==> src/rtl/mcpu_pkg.sv <==
// Shared types and constants for the fetch path of the small CPU.
// The PC/instruction widths here fix the layout of fetch_entry_t.
package mcpu_pkg;

    localparam int ADDR_W  = 8;
    localparam int INSTR_W = 6;

    localparam logic [ADDR_W-1:0]  RESET_PC   = 8'h00;
    localparam logic [INSTR_W-1:0] FILL_INSTR = 6'h3F;

    typedef struct packed {
        logic [INSTR_W-1:0] instr;
        logic [ADDR_W-1:0]  pc;
    } fetch_entry_t;

endpackage

==> src/rtl/fetch_fifo2.sv <==
// Two-entry FIFO of fetched {instr, pc}; head visible combinationally, zero when empty.
// Push into a full FIFO is accepted only together with a pop; flush empties it in one cycle.
module fetch_fifo2
    import mcpu_pkg::*;
(
    input  logic         clk,
    input  logic         rst,
    input  logic         i_push,
    input  logic         i_pop,
    input  logic         i_flush,
    input  fetch_entry_t i_wr_dat,
    output fetch_entry_t o_head_dat,
    output logic [1:0]   o_count
);

    fetch_entry_t r_mem [2];
    logic         r_wr_ptr;
    logic         r_rd_ptr;
    logic [1:0]   r_count;

    logic         w_push;
    logic         w_pop;

    assign w_pop  = i_pop & (r_count != 2'd0);
    assign w_push = i_push & ((r_count != 2'd2) | w_pop);

    always_ff @(posedge clk) begin
        if (rst) begin
            r_wr_ptr <= 1'b0;
            r_rd_ptr <= 1'b0;
            r_count  <= 2'd0;
        end else if (i_flush) begin
            r_wr_ptr <= 1'b0;
            r_rd_ptr <= 1'b0;
            r_count  <= 2'd0;
        end else begin
            if (w_push) r_wr_ptr <= ~r_wr_ptr;
            if (w_pop)  r_rd_ptr <= ~r_rd_ptr;
            case ({w_push, w_pop})
                2'b10:   r_count <= r_count + 2'd1;
                2'b01:   r_count <= r_count - 2'd1;
                default: r_count <= r_count;
            endcase
        end
    end

    // Storage is never read while empty, so it needs no reset.
    always_ff @(posedge clk) begin
        if (!rst && !i_flush && w_push) begin
            r_mem[r_wr_ptr] <= i_wr_dat;
        end
    end

    assign o_head_dat = (r_count != 2'd0) ? r_mem[r_rd_ptr] : '0;
    assign o_count    = r_count;

endmodule

==> src/rtl/instr_fetch.sv <==
// Fetch stage: owns the PC, reads the ROM, buffers {instr, pc} for decode; head arrives 1 cycle after fetch.
// Full buffer stalls the PC unless the head pops the same cycle; a jump flushes and reloads the PC.
module instr_fetch
    import mcpu_pkg::*;
(
    input  logic               clk,
    input  logic               rst,
    input  logic               en,
    output logic [ADDR_W-1:0]  rom_addr,
    input  logic [INSTR_W-1:0] rom_data,
    output logic               instr_valid,
    input  logic               instr_ready,
    output logic [INSTR_W-1:0] instr_data,
    output logic [ADDR_W-1:0]  instr_pc,
    input  logic               jmp_valid,
    input  logic [ADDR_W-1:0]  jmp_target,
    output logic [1:0]         buf_count
);

    logic [ADDR_W-1:0] r_fetch_pc;

    logic              w_push;
    logic              w_pop;
    logic [1:0]        w_count;
    fetch_entry_t      w_wr_dat;
    fetch_entry_t      w_head;

    // Valid is masked during a redirect so decode never retires a word from the old path.
    assign instr_valid = (w_count != 2'd0) & ~jmp_valid;
    assign w_pop       = instr_valid & instr_ready;
    assign w_push      = en & ~jmp_valid & ((w_count < 2'd2) | w_pop);

    assign w_wr_dat.instr = rom_data;
    assign w_wr_dat.pc    = r_fetch_pc;

    always_ff @(posedge clk) begin
        if (rst) begin
            r_fetch_pc <= RESET_PC;
        end else if (jmp_valid) begin
            r_fetch_pc <= jmp_target;
        end else if (w_push) begin
            r_fetch_pc <= r_fetch_pc + 1'b1;
        end
    end

    fetch_fifo2 u_fifo (
        .clk        (clk),
        .rst        (rst),
        .i_push     (w_push),
        .i_pop      (w_pop),
        .i_flush    (jmp_valid),
        .i_wr_dat   (w_wr_dat),
        .o_head_dat (w_head),
        .o_count    (w_count)
    );

    assign rom_addr   = r_fetch_pc;
    assign instr_data = w_head.instr;
    assign instr_pc   = w_head.pc;
    assign buf_count  = w_count;

endmodule

==> config.mk <==
export PLATFORM = sky130hd
export DESIGN_NAME = instr_fetch
export DESIGN_NICKNAME = d
export VERILOG_FILES = /design/src/rtl/mcpu_pkg.sv /design/src/rtl/fetch_fifo2.sv /design/src/rtl/instr_fetch.sv
export SDC_FILE = /design/constraint.sdc
export NUM_CORES = 1
export LEC_CHECK = 0
export ABC_AREA = 1
export BUFFER_PORTS_ARGS = -buffer_cell sky130_fd_sc_hd__buf_2
export CORE_ASPECT_RATIO = 0.5
export CORE_MARGIN = 2
export CORE_UTILIZATION = 27
export CTS_CLUSTER_DIAMETER = 100
export DETAILED_ROUTE_END_ITERATION = 8
export PLACE_DENSITY_LB_ADDON = 0.08
export SYNTH_ARGS = -nofsm -noshare
export SYNTH_HDL_FRONTEND = slang
export SYNTH_SLANG_ARGS = --single-unit
==> constraint.sdc <==
create_clock -name clk -period 3.2 [get_ports clk]
set_clock_uncertainty 0.15 [all_clocks]
set_input_delay 0.32 -clock clk [delete_from_list [all_inputs] [get_ports clk]]
set_output_delay 0.32 -clock clk [all_outputs]
set_load 0.05 [all_outputs]
==> out/qor.yml <==
pwr:
  clkPwrFrac_pct: 43.3
  seqPwrFrac_pct: 46.5
  power_mw: 1.29
  comb_power_share_pct: 10.2
  p_sw_mw: 0.307
  p_leak_nw: 0.989
  irDropWorstVdd_mv: 0.177
  p_int_mw: 0.980
  powerDensity_mw_per_mm2: 548
  switching_share_pct: 23.9
detailed_routing:
  wl_per_cell_um: 12.8
  dr_wl_met2_um: 1870
  vias: 1432
  wl_met1_um: 2280
  highest_layer: "met3"
  postRouteAntennaNets: 0
  drtIter0Drc: 103
  met3_length_um: 191
  wirelength_um: 4340
  first_pass_iters: 4
  vias_per_cell: 4.22
  drcViolationCount: 0
cts:
  cts-hold-fix-buffers: 0
  insertion_delay_ns: 0.28
  root_buffer: "clkbuf_16"
  clock_sinks: 41
  cts_tree: "built"
  cts-resized-gates: 0
  clk_pin_slew_worst_paths_ns: 0.06
  post_cts_buffers: 0
  cts_buffer_depth: 2
  numCtsBuffers: 5
  htreeDepth: 2
floorplanning:
  start_util_pct: 28.0
  die_h_um: 62.8
  die_w_um: 122
  ios: 44
  core_mm2: 0.00667
  dieArea_mm2: 0.00764
  rows: 21
logic_synthesis:
  yosysWarnings: 0
  yosys-top-cells-area: "edfxtp_1 45%, dfxtp_1 14%, nand2_1 12%"
  synth.distinct_cells: 25
  yosysSeqAreaShare_pct: 59.0
  synthArstFlopShare_pct: 0
  syn_avg_cell_area_um2: 9.33
  synth_edf_count: 28
  yosysTopAreaCell: "edfxtp_1"
  synth_flop_cell: "edfxtp_1"
  syn-instance-count: 200
  syn-cell-area_mm2: 0.00187
  synth.ff_latch_count: 41
  synth_common_cells: "60 x nand2_1, 28 x edfxtp_1, 22 x a21oi_1, 22 x nor2_1, 13 x dfxtp_1"
  synth_fp_nets: 221
  synth_most_common_cell: "nand2_1"
  synth_top_area_share_pct: 45.0
global_routing:
  grt_pass1_vias: 1375
  grt_max_degree: 16
  overflow: 0
  grt_usage_pct: 11.7
  grt_antenna_before_repair: 0
  grt_pass1_wl_um: 6780
sta:
  finalCriticalPeriod_ns: 2.21
  rsz0062_at_grt: "no"
  relSlewSlack_pct: 65.7
  finalSetupTns_ns: 0
  fin_crit_sh_pct: 69.0
  finalHoldViolCount: 0
  fmax_mhz: 453
  worst_pin_slew_ns: 0.514
  final_max_slew_viol_count: 0
  holdWs_ns: 0.0848
  setup_viol: 0
final_layout:
  fill_cells: 699
  area_growth_pct: 25.8
  nNetsFinal: 268
  diodes: 0
  drive_gt1_share_pct: 27.5
worst_setup_path:
  crit_buf_inv: 2
  crit_fanout: 15
  slowest_stage: "dfxtp_1"
  path_cells: "inv_1 > nand2_1 > a21oi_1 > buf_2"
  cp_slowest_stage_delay_ns: 0.64
  crit_family: "flip-flops"
  critPathCaptureType: "output pin"
  cp-start-kind: "register"
  arrival_ns: 1.74
  crit_required_ns: 2.73
  crit_type: "register to output pin"
outcome:
  run_status: "finished, final reports clean"
place:
  dp_hpwl_um: 2980
  io_buffers: 43
  place.gp.congestion: 0.720
worst_hold_path:
  hp-class: "primary input to register"
flow_run:
  drv_cap: 0
[flip-flops by register name, indices dropped and copies added (netlist names), named ones only]
name and count:
u_fifo.o_count 2, u_fifo.r_wr_ptr 1, u_fifo.r_mem 28, rom_addr 8
u_fifo.r_rd_ptr 1
[metal layers]
| metal | track usage [%] | vias to the layer above |
|---|---|---|
| li1 | - | 756 |
| met1 | 16.4 | 650 |
| met2 | 17.5 | 26 |
| met3 | 3.74 | 0 |
| met4 | 3.16 | 0 |
| met5 | 0 | - |
[per-stage QoR]
stage / utilization [%] / instance area (um2) / worst slack, ns / instances
final: 35.2 / 2350 / 0.993 / 339
after global routing: 35.2 / 2350 / 0.783 / 339
after CTS: 35.2 / 2350 / 0.896 / 339
after detailed placement: 32.8 / 2190 / 1.20 / 332
after global placement: 32.8 / 2190 / 1.23 / 332
after floorplan: - / 1870 / 0.836 / 200
[power by group through the flow]
stage / Clock, mW / Combinational [mW] / Sequential [mW]
2_1_floorplan: 0 / 0.0710 / 0.629
3_3_place_gp: 0 / 0.132 / 0.610
3_5_place_dp: 0 / 0.132 / 0.610
4_1_cts: 0.572 / 0.133 / 0.599
5_1_grt: 0.598 / 0.142 / 0.600
6_report: 0.558 / 0.131 / 0.598
[path summary, 6_finish.rpt]
check	from	endpoint	slack (ns)	cells after the start
hold / removal	rom_data[2]	u_fifo.r_mem[1][10]	0.08	1
hold reg to reg	u_fifo.r_wr_ptr	u_fifo.r_wr_ptr	0.34	2
setup reg to reg	u_fifo.o_count[1]	u_fifo.o_count[1]	1.38	11
setup / recovery	register	instr_data[1]	0.99	4
[cells by family after synthesis]
family	count (synthesis)	synth area share, %
AND/OR/NAND/NOR	105	25.1
flip-flops	41	59.0
AO/OA/AOI/OAI	30	8.98
buffers and inverters	22	5.63
adder cells (fa/ha/maj)	2	1.34
[layout make-up]
cell class,count,area [um2],area share [%]
flip-flops and latches,41,1100,46.9
multi-input cells,137,666,28.3
repair buffers,45,230,9.80
clock buffers,5,125,5.33
well taps,92,115,4.90
inverters,17,76.3,3.25
clock inverters,2,35.0,1.49
[placed cells by master (no fill, tap or decap), types with 3 or more instances in the layout]
cell type,count
nand2_1,60
buf_2,43
edfxtp_1,28
a21oi_1,22
nor2_1,22
dfxtp_1,13
inv_1,12
nand3_1,11
clkbuf_16,5
nand2_2,4
nand2_4,3
No activity file was read; power rests on OpenSTA's default activity.
